File: src/rtl/i2c_config_sequencer.sv
// rtl/i2c_config_sequencer.sv - walks a register table through i2c_write_reg with retries, settle gap and watchdog
module i2c_config_sequencer #(
  parameter logic [6:0] DEV_ADDRESS  = 7'h52,
  parameter int         NUM_WRITES   = 8,
  parameter int         IDX_W        = 4,
  parameter int         MAX_RETRIES  = 3,
  parameter int         GAP_CYCLES   = 16,
  parameter int         WAIT_TIMEOUT = 1000000
) (
  input  logic             clk,
  input  logic             reset,
  input  logic             start,
  output logic             busy,
  output logic             done,
  output logic             failure,
  output logic [IDX_W-1:0] fail_index,
  output logic [IDX_W-1:0] table_index,
  input  logic [7:0]       table_reg_address,
  input  logic [7:0]       table_data,
  output logic [6:0]       wr_dev_address,
  output logic [7:0]       wr_reg_address,
  output logic [7:0]       wr_data,
  output logic             wr_start,
  output logic             wr_reset,
  input  logic             wr_done,
  input  logic             wr_failure
);

  localparam int TMAX = (GAP_CYCLES > WAIT_TIMEOUT) ? GAP_CYCLES : WAIT_TIMEOUT;
  localparam int TW   = $clog2(TMAX + 1);
  localparam int RW   = (MAX_RETRIES < 1) ? 1 : $clog2(MAX_RETRIES + 1);

  localparam logic [IDX_W-1:0] LAST_IDX    = IDX_W'(NUM_WRITES - 1);
  localparam logic [RW-1:0]    RETRY_LIMIT = RW'(MAX_RETRIES);
  localparam logic [TW-1:0]    WAIT_LAST   = TW'(WAIT_TIMEOUT - 1);
  localparam logic [TW-1:0]    GAP_LAST    = TW'(GAP_CYCLES - 1);

  typedef enum logic [2:0] {S_IDLE, S_FETCH, S_ISSUE, S_WAIT, S_GAP, S_DONE, S_FAIL} state_t;

  state_t           state, state_n;
  logic [IDX_W-1:0] idx, idx_n;
  logic [RW-1:0]    retries, retries_n;
  logic [TW-1:0]    timer, timer_n;
  logic             busy_n, done_n, failure_n, wr_start_n, wr_reset_n;
  logic [IDX_W-1:0] fail_index_n;
  logic [6:0]       wr_dev_address_n;
  logic [7:0]       wr_reg_address_n, wr_data_n;
  logic             attempt_ok, attempt_bad;

  assign table_index = idx;

  always_ff @(posedge clk) begin
    if (reset) begin
      state          <= S_IDLE;
      idx            <= '0;
      retries        <= '0;
      timer          <= '0;
      busy           <= 1'b0;
      done           <= 1'b0;
      failure        <= 1'b0;
      fail_index     <= '0;
      wr_dev_address <= '0;
      wr_reg_address <= '0;
      wr_data        <= '0;
      wr_start       <= 1'b0;
      wr_reset       <= 1'b0;
    end else begin
      state          <= state_n;
      idx            <= idx_n;
      retries        <= retries_n;
      timer          <= timer_n;
      busy           <= busy_n;
      done           <= done_n;
      failure        <= failure_n;
      fail_index     <= fail_index_n;
      wr_dev_address <= wr_dev_address_n;
      wr_reg_address <= wr_reg_address_n;
      wr_data        <= wr_data_n;
      wr_start       <= wr_start_n;
      wr_reset       <= wr_reset_n;
    end
  end

  always_comb begin
    state_n          = state;
    idx_n            = idx;
    retries_n        = retries;
    timer_n          = timer;
    busy_n           = busy;
    done_n           = 1'b0;
    failure_n        = failure;
    fail_index_n     = fail_index;
    wr_dev_address_n = wr_dev_address;
    wr_reg_address_n = wr_reg_address;
    wr_data_n        = wr_data;
    wr_start_n       = 1'b0;
    wr_reset_n       = 1'b0;
    attempt_ok       = 1'b0;
    attempt_bad      = 1'b0;

    case (state)
      S_IDLE: begin
        if (start) begin
          failure_n = 1'b0;
          idx_n     = '0;
          retries_n = '0;
          busy_n    = 1'b1;
          state_n   = S_FETCH;
        end
      end
      S_FETCH: begin
        // wr_start is registered, so it is raised here to be high during ISSUE
        wr_reg_address_n = table_reg_address;
        wr_data_n        = table_data;
        wr_dev_address_n = DEV_ADDRESS;
        wr_start_n       = 1'b1;
        state_n          = S_ISSUE;
      end
      S_ISSUE: begin
        timer_n = '0;
        state_n = S_WAIT;
      end
      S_WAIT: begin
        timer_n = timer + 1'b1;
        if (wr_failure) begin
          attempt_bad = 1'b1;
        end else if (timer == WAIT_LAST) begin
          attempt_bad = 1'b1;
          wr_reset_n  = 1'b1;
        end else if (wr_done) begin
          attempt_ok = 1'b1;
        end

        if (attempt_ok) begin
          if (idx == LAST_IDX) begin
            done_n  = 1'b1;
            state_n = S_DONE;
          end else begin
            idx_n     = idx + 1'b1;
            retries_n = '0;
            timer_n   = '0;
            state_n   = S_GAP;
          end
        end else if (attempt_bad) begin
          if (retries < RETRY_LIMIT) begin
            retries_n = retries + 1'b1;
            timer_n   = '0;
            state_n   = S_GAP;
          end else begin
            fail_index_n = idx;
            state_n      = S_FAIL;
          end
        end
      end
      S_GAP: begin
        if (timer == GAP_LAST) begin
          state_n = S_FETCH;
        end else begin
          timer_n = timer + 1'b1;
        end
      end
      S_DONE: begin
        busy_n  = 1'b0;
        state_n = S_IDLE;
      end
      S_FAIL: begin
        failure_n = 1'b1;
        busy_n    = 1'b0;
        state_n   = S_IDLE;
      end
      default: state_n = S_IDLE;
    endcase
  end

endmodule

File: config.mk
export PLATFORM = sky130hd
export DESIGN_NAME = i2c_config_sequencer
export DESIGN_NICKNAME = d
export VERILOG_FILES = /design/src/rtl/i2c_config_sequencer.sv
export SDC_FILE = /design/constraint.sdc
export NUM_CORES = 1
export LEC_CHECK = 0
export CAP_MARGIN = 5
export CELL_PAD_IN_SITES_DETAIL_PLACEMENT = 1
export CELL_PAD_IN_SITES_GLOBAL_PLACEMENT = 1
export CORE_MARGIN = 1
export CORE_UTILIZATION = 30
export CTS_BUF_LIST = sky130_fd_sc_hd__clkbuf_16
export CTS_CLUSTER_DIAMETER = 30
export DETAILED_ROUTE_END_ITERATION = 10
export GPL_TIMING_DRIVEN = 0
export HOLD_SLACK_MARGIN = 0.1
export PLACE_DENSITY = 0.77
export SLEW_MARGIN = 0
export SYNTH_ARGS = -nofsm -noshare
export SYNTH_HDL_FRONTEND = slang
export SYNTH_SLANG_ARGS = --single-unit
File: constraint.sdc
create_clock -name clk -period 2.85 [get_ports clk]
set_clock_uncertainty 0.1 [all_clocks]
set_input_delay 0.855 -clock clk [delete_from_list [all_inputs] [get_ports clk]]
set_output_delay 0.855 -clock clk [all_outputs]
set_load 0.02 [all_outputs]
# Yosys cells after proc, flatten, opt, wreduce, memory -nomap -nowiden
# Index checks and enable logic that the tools add are counted.
[op_classes]
add_sub_neg = 3
order_cmp = 1
n_eq_ne = 17
n_mux = 36
bitwise = 3
n_reduce_logical = 15
[op_table]
columns = ["op", "n"]
rows = [
  ["$mux 20", 5],
  ["$pmux 20 s3", 1],
  ["$add 20x1->20 const B", 1],
  ["$eq 20x20->1 const B", 1],
  ["$eq 20x4->1 const B", 1],
  ["$pmux 3 s5", 1],
  ["$mux 1", 12],
  ["$mux 2", 6],
  ["$mux 3", 4],
  ["$mux 4", 3],
  ["$ne 2x2->1 const B", 5],
  ["$eq 3x3->1 const B", 3],
  ["$ne 3x3->1 const B", 3],
  ["$pmux 4 s2", 1],
  ["$reduce_and 4->1", 2],
  ["$eq 3x2->1 const B", 2],
  ["$reduce_and 2->1", 3],
  ["$reduce_bool 2->1", 3],
  ["$reduce_or 3->1", 2],
  ["$reduce_and 5->1", 1],
  ["$add 4x1->4 const B", 1],
  ["$eq 4x3->1 const B", 1],
  ["$pmux 1 s2", 2],
  ["$pmux 2 s2", 1],
  ["other kinds (8)", 10],
]
[totals]
register_bits = 55
in_bits = 21
out_inout_bits = 36
elab_cells = 88

# Depth between registers and ports, before layout
[logic_depth]
depth_word = 7
depth_mapped = 9

# Worst setup path after synthesis
# OpenSTA, ideal clock, no wires.
[synth_path]
kind = "in2reg"
startpoint = "in wr_failure"
endpoint = "reg idx[3], in the netlist table_index[3]"
setup_ns = 0.129
t_arrival_ns = 1.978
path_slack_ns = 0.642
stages = 5
path_cell_list = "and2b_1 -> o21ai_4 -> or4_2 -> xor2_1 -> nor2_1"
[synth_between]
elab_chain_len = 4
[synth_lines]
columns = ["element", "line", "source"]
rows = [
  ["start, declared", "26", "input logic wr_failure"],
  ["$mux 1", "125", "if (wr_failure) begin"],
  ["$mux 1", "101", "case (state)"],
  ["$ne 2x2->1 (no line)", "n/a", ""],
  ["$reduce_and 4->1 (no line)", "n/a", ""],
  ["end signal, assigned", "69", "idx <= idx_n;"],
  ["end, declared", "41", "logic [IDX_W-1:0] idx, idx_n;"],
]
# No other way between the ends. The select of a mux whose other input is x is not followed.
# A chain may end at the register's enable or synchronous reset.

# Worst setup path after layout
[layout_path]
startpoint = "in wr_done"
endpoint = "reg idx[3], in the netlist table_index[3]"
[layout_between]
elab_chain_len = 6
[layout_lines]
columns = ["element", "line", "source"]
rows = [
  ["start, declared", "25", "input logic wr_done,"],
  ["$mux 1", "130", "end else if (wr_done) begin"],
  ["$mux 1", "127", "end else if (timer == WAIT_LAST) begin"],
  ["$mux 1", "125", ""],
  ["$mux 1", "101", ""],
  ["$ne 2x2->1 (no line)", "n/a", ""],
  ["$reduce_and 4->1 (no line)", "n/a", ""],
]
# No other way between the ends. The select of a mux whose other input is x is not followed.

==> flow_metrics.env <==
export IMPL_status="finished clean"
export IMPL_path_cells="clkdlybuf4s50_1, and2b_1, o21ai_4, or4_2, xor2_1, nor2_1"
export IMPL_port_buffers=52
export IMPL_sequentialPowerShare_pct=44.8
export IMPL_crit_fanout=4
export IMPL_whs_ps=357
export IMPL_max_cap_violations=0
export IMPL_ctsResizeCount=0
export IMPL_coreArea_sq_um=7810
export IMPL_num_rows=32
export IMPL_cts_num_sinks=55
export IMPL_rsz0062_at_grt="false"
export IMPL_dp_cells=449
export IMPL_worst_pin_slew_ps=948
export IMPL_drv_slew=0
export IMPL_grt_pass1_wl_mm=10.3
export IMPL_clk_pin_slew_worst_paths_ps=80
export IMPL_period_minus_slack_ps=2460
export IMPL_place_gp_congestion=0.762
export IMPL_worst_path_buf_inv=1
export IMPL_wl_per_cell_um=12.9
export IMPL_wl_mm=5.90
export IMPL_switchingPower_mw=0.486
export IMPL_p_per_area_nw_per_um2=566
export IMPL_die_area_sq_um=8510
export IMPL_drt_pass1_iter_count=4
export IMPL_place_hpwl_mm=4.57
export IMPL_p_leak_nw=1.21
export IMPL_area_delta_synth_final_pct=33.9
export IMPL_root_buffer="clkbuf_16"
export IMPL_vias_per_cell=4.82
export IMPL_place_area_sq_um=3100
export IMPL_yosysWarningCount=0
export IMPL_start_kind="primary input"
export IMPL_tritoncts="done"
export IMPL_clkLatencyLatePin_ps=290
export IMPL_crit_family="simple AND/OR/NAND/NOR gates"
export IMPL_die_y_um=92.2
export IMPL_setup_tns_ps=0
export IMPL_design_final_nets=378
export IMPL_syn_inst=292
export IMPL_setup_viol=0
export IMPL_drc_errors=0
export IMPL_reg2reg_slack_ps=480
export IMPL_netlist_area_sq_um=2440
export IMPL_max_stage_delay_ps=660
export IMPL_worst_setup_path_type="primary input to flip-flop"
export IMPL_grt_start_max_net_pins=18
export IMPL_cts_hold_buffers=0
export IMPL_track_usage_pct=14.9
export IMPL_rr_worst_depth=9
export IMPL_ys_seq_area_share_pct=45.1
export IMPL_via_count=2201
export IMPL_antenna_found_initial=0
export IMPL_fmax_ghz=0.407
export IMPL_die_w_um=92.2
export IMPL_clock_power_share_pct=37.7
export IMPL_htreeDepth=2
export IMPL_power_frac_comb_pct=17.5
export IMPL_final_cell_area_sq_um=3270
export IMPL_worstSetupEndpointType="flip-flop"
export IMPL_n_fill_cell=947
export IMPL_cp_arrival_ps=2530
export IMPL_post_cts_buffers=0
export IMPL_grt_pass1_vias=2291
export IMPL_post_route_period_util_pct=86.2
export IMPL_yosys_cell_types_count=48
export IMPL_antenna_cells=0
export IMPL_p_int_mw=1.36
export IMPL_slew_headroom_pct=36.3
export IMPL_ir_drop_v=0.000206
export IMPL_power_switching_share_pct=26.3
export IMPL_cts_made_buffers=5
export IMPL_hold_path_depth=2
export IMPL_async_reset_ff_share_pct=0
export IMPL_drt_iter0_markers=53
export IMPL_hold_viol=0
export IMPL_synth_edf_count=0
export IMPL_grt_ovfl_total=0
export IMPL_clockBufferDepth=2
export IMPL_required_ps=2920
export IMPL_synth_main_ff_cell="dfxtp_1"
export IMPL_drive_above_1_share_pct=7.32
export IMPL_ys_ff_latch=55
export IMPL_initial_core_util_pct=31.3
export IMPL_io_pins=57
export IMPL_critPathSlowestCell="or4_2"
export IMPL_drtAntennaViolNets=0
export IMPL_synth_avg_cell_area_sq_um=8.36
export IMPL_hold_path_class="flip-flop to flip-flop"
export IMPL_worstSetupPathDepth=6
export IMPL_instances_no_fill=457
[flip-flops by register name, indices dropped and copies added (netlist names)]
register,count
busy,1
done,1
fail_index,4
failure,1
retries,2
state,3
table_index,4
timer,20
wr_data,8
wr_dev_address,1
wr_reg_address,8
wr_reset,1
wr_start,1
[synthesized netlist by cell type (4+ instances only)]
master	count	share of area (%)
a21oi_1	24	4.9
buf_4	6	1.8
clkbuf_1	7	1.1
dfxtp_1	55	45
inv_1	5	0.77
mux2i_1	4	1.6
nand2_1	51	7.8
nand3_1	7	1.4
nand4_1	5	1.3
nor2_1	38	5.8
nor4_1	8	2.0
o21ai_0	9	1.8
xnor2_1	4	1.4
xor2_1	17	6.1
[through the flow]
stage / power (mW) / worst slack (ps) / utilization, %
4_1_cts: 1.88 / 398 / 41.9
6_report: 1.85 / 393 / 41.9
3_5_place_dp: 1.17 / 79.2 / 39.7
5_1_grt: 1.95 / 248 / 41.9
3_3_place_gp: 1.17 / 112 / 39.7
2_1_floorplan: 1.04 / 642 / -
[per-layer routing]
metal,track usage (%),up-vias,share of wire (%),wire length [um]
met5,0,-,0,0
met4,3.52,0,1.1,62
met3,2.90,6,3.6,213
met2,27.2,44,49,2910
met1,17.9,1041,46,2720
li1,-,1110,-,-
[power groups by stage]
stage	registers, mW	logic [mW]	clock network (mW)
finish	0.828	0.324	0.697
detailed placement	0.846	0.327	0
CTS	0.829	0.328	0.720
global placement	0.844	0.321	0
floorplan	0.877	0.158	0
global route	0.835	0.360	0.755
[worst paths after layout]
check                               start                           to
setup / recovery                  wr_done  table_index[3]$_SDFFE_PP0P_
hold / removal    wr_data[5]$_SDFFE_PP0P_      wr_data[5]$_SDFFE_PP0P_
setup reg to reg    timer[0]$_SDFFE_PP0P_       timer[13]$_SDFFE_PP0P_
hold reg to reg   wr_data[5]$_SDFFE_PP0P_      wr_data[5]$_SDFFE_PP0P_
[worst register-to-register path, cell delays in order (launching register included)]
cell and delay, ps:
dfxtp_1 360, ha_1 210, nand3_2 150, or4_4 580, o21ai_4 190, o221ai_2 140, a21o_1 210, buf_6 140
buf_8 140, nor2_1 110
[cell usage in the layout (no fill, tap or decap), types with 3 or more instances in the layout]
| cell type | instances |
|---|---|
| nand3_1 | 7 |
| conb_1 | 4 |
| nand4_1 | 5 |
| o21ai_0 | 9 |
| mux2i_1 | 4 |
| dfxtp_1 | 55 |
| nor2b_1 | 3 |
| clkdlybuf4s50_1 | 52 |
| nor2_1 | 38 |
| or2_2 | 3 |
| ha_1 | 3 |
| nor4_1 | 8 |
| clkbuf_16 | 5 |
| inv_1 | 5 |
| clkbuf_1 | 7 |
| xnor2_1 | 4 |
| a21oi_1 | 24 |
| nand2_1 | 51 |
| xor2_1 | 17 |
| buf_4 | 6 |
| nor3_1 | 3 |
| a31oi_1 | 3 |
| or3_1 | 3 |
| and3_1 | 3 |
[cell families after synthesis]
kind of cell | synth area share, %
buf+inv | 5.12
simple gates | 26.7
fa+ha+maj | 1.54
flops | 45.1
other cells | 0.154
mux | 1.64
compound gates | 12.2
xor+xnor | 7.53
[final cells by class]
class	count	area (sq um)	area share [%]
sequential	55	1100	33.7
clock buffer	5	125	3.83
multi-input combinational	218	1230	37.5
tap	102	128	3.90
timing repair buffer	52	520	15.9
clock inverter	3	42.5	1.30
inverter	5	18.8	0.574
buffer	17	106	3.25
Note: power is estimated with default switching activity, not from simulation.
==> variant: new RTL, config.mk and constraints unchanged <==
Reset style: asynchronous (`reset`), changed in one clocked block.
--- a/src/rtl/i2c_config_sequencer.sv
+++ b/src/rtl/i2c_config_sequencer.sv
@@ -50,5 +50,5 @@
   assign table_index = idx;
 
-  always_ff @(posedge clk) begin
+  always_ff @(posedge clk or posedge reset) begin
     if (reset) begin
       state          <= S_IDLE;
Behaviour: differs if reset is asserted again (counterexample within 4 cycles, from zero or initial values and one cycle with reset high); with reset held inactive, the same outputs for 10 cycles.
==> variant against the original RTL <==
Area after synthesis up 11%; first-iteration DRC count rose by 42%; fmax is 8.5% lower; sequential cell count did not move; routed wire length rose by 11%; setup slack got worse by 0.23 ns; cell area rose by 9.0%; non-clock buffer count up 1; die area is 11% higher.
Power is not compared: it rests on default switching activity, and its combinational part moved more than twofold at a synthesized area within 25%.
==> variant: results (changes against the original RTL) <==
status=complete, no violations (unchanged); share of the yosys chip area belonging to registers=0.5081 (was 0.4508); non-filler cells in the finished layout=437 (was 457); Reg-to-Reg End=timer[12] (was timer[13]); post-DP HPWL=4935 um (was 4565 um); startpoint of the most critical hold path=retries[0] (was wr_data[5]); R2R setup slack=0.16 ns (was 0.48 ns); pin count of the biggest net entering global routing=34 (was 18); Slowest cell on crit path=sky130_fd_sc_hd__or4_4 (was sky130_fd_sc_hd__or4_2); worst-margin pin slew=1.161 ns (was 0.9483 ns); Final Routed Wirelength=6574 um (was 5901 um); complex-gate fraction of the synthesized area=0.1035 (was 0.1219); post-placement cell count=427 (was 449); most numerous cell types in the synthesized netlist=sky130_fd_sc_hd__dfrtp_1 (55), sky130_fd_sc_hd__nand2_1 (30), sky130_fd_sc_hd__nor2_1 (22) (was sky130_fd_sc_hd__dfxtp_1 (55), sky130_fd_sc_hd__nand2_1 (51), sky130_fd_sc_hd__nor2_1 (38)); Tot GR Track Use=0.1465 (was 0.1491); net count reported at finish=352 (was 378); worst-path fanout max=10 (was 4); Area contributors post-synth=sky130_fd_sc_hd__dfrtp_1 (51%), sky130_fd_sc_hd__mux2_2 (8.3%), sky130_fd_sc_hd__nand2_1 (4.2%), sky130_fd_sc_hd__xnor2_1 (3.9%), sky130_fd_sc_hd__nor2_1 (3.0%) (was sky130_fd_sc_hd__dfxtp_1 (45%), sky130_fd_sc_hd__nand2_1 (7.8%), sky130_fd_sc_hd__xor2_1 (6.1%), sky130_fd_sc_hd__nor2_1 (5.8%), sky130_fd_sc_hd__a21oi_1 (4.9%)); share of async-settable or async-resettable flops after synthesis=1.000 (was 0); Distinct cells, synth=44 (was 48); fraction of layout cells with a size suffix above 1=0.1550 (was 0.07324); register name with the most flops=timer (unchanged); via count of the first global-routing pass=2225 (was 2291); area of placed instances=0.003396 mm^2 (was 0.003102 mm^2); portion of netlist area occupied by mux cells=0.09423 (was 0.01639); first-pass GRT wire length=11160 um (was 10320 um); Via-to-Cell Ratio=5.023 (was 4.816); Post-Synth XOR/XNOR Area=0.03880 (was 0.07531); fin area=0.003562 mm^2 (was 0.003269 mm^2); path depth of the worst reg2reg path=8 (was 9); instance count along the most critical hold path=1 (was 2); Synth Area per Inst=10.30 um^2 (was 8.364 um^2); drt initial violations=75 (was 53); adder-cell share of the synthesized area=0.01386 (was 0.01537)
## variant: cell count changes in the layout (fill, tap and decap cells not counted), sizes merged, moves of 4 or more
cell,before,now
dfrtp,0,55
dfxtp,55,0
nand2,51,30
mux2,0,20
xor2,17,0
nor2,38,22
a21oi,24,11
xnor2,4,12
inv,6,11
a2111oi,0,4
buf,10,14
nor3,3,7
o22ai,0,4
## variant: per-stage QoR
| stage | setup slack [ns] | hold slack [ns] | power [mW] |
|---|---|---|---|
| 4_1_cts | 0.1030 | 0.3914 | 3.053 |
| 3_3_place_gp | -0.5165 | 0.3674 | 2.367 |
| 2_1_floorplan | 0.3832 | 0.3573 | 1.884 |
| 6_report | 0.1645 | 0.3887 | 3.033 |
| 3_5_place_dp | -0.005659 | 0.3812 | 2.425 |
| 5_1_grt | 0.004243 | 0.4279 | 3.221 |
## variant: layout make-up
type | count | share of cell area
Sequential cell | 55 | 0.3864
Timing Repair Buffer | 55 | 0.1560
Clock buffer | 5 | 0.03512
Inverter | 10 | 0.01054
Tap cell | 108 | 0.03793
Clock inverter | 3 | 0.006322
Multi-Input combinational cell | 186 | 0.3404
Buffer | 15 | 0.02740
## variant: what timing repair did
action / in CTS / in global routing
resized for setup: 0 / 1
setup endpoints to repair: 0 / 13
setup buffers: 0 / 2
## variant: worst max path at each step
stage,from,endpoint,slack [ns],cells past startpoint
detailed placement,wr_failure,timer[6],-0.006,7
global placement,reset,timer[16],-0.52,2
CTS,state[2],timer[12],0.10,9
floorplan,timer[11],timer[9],0.38,8
finish,timer[11],timer[12],0.16,8
global route,state[2],timer[6],0.004,9
## variant: layer usage
layer | routed length, um | track usage
met5 | 0 | 0
met4 | 115 | 0.05511
met3 | 256 | 0.03251
met2 | 3375 | 0.2562
met1 | 2826 | 0.1747
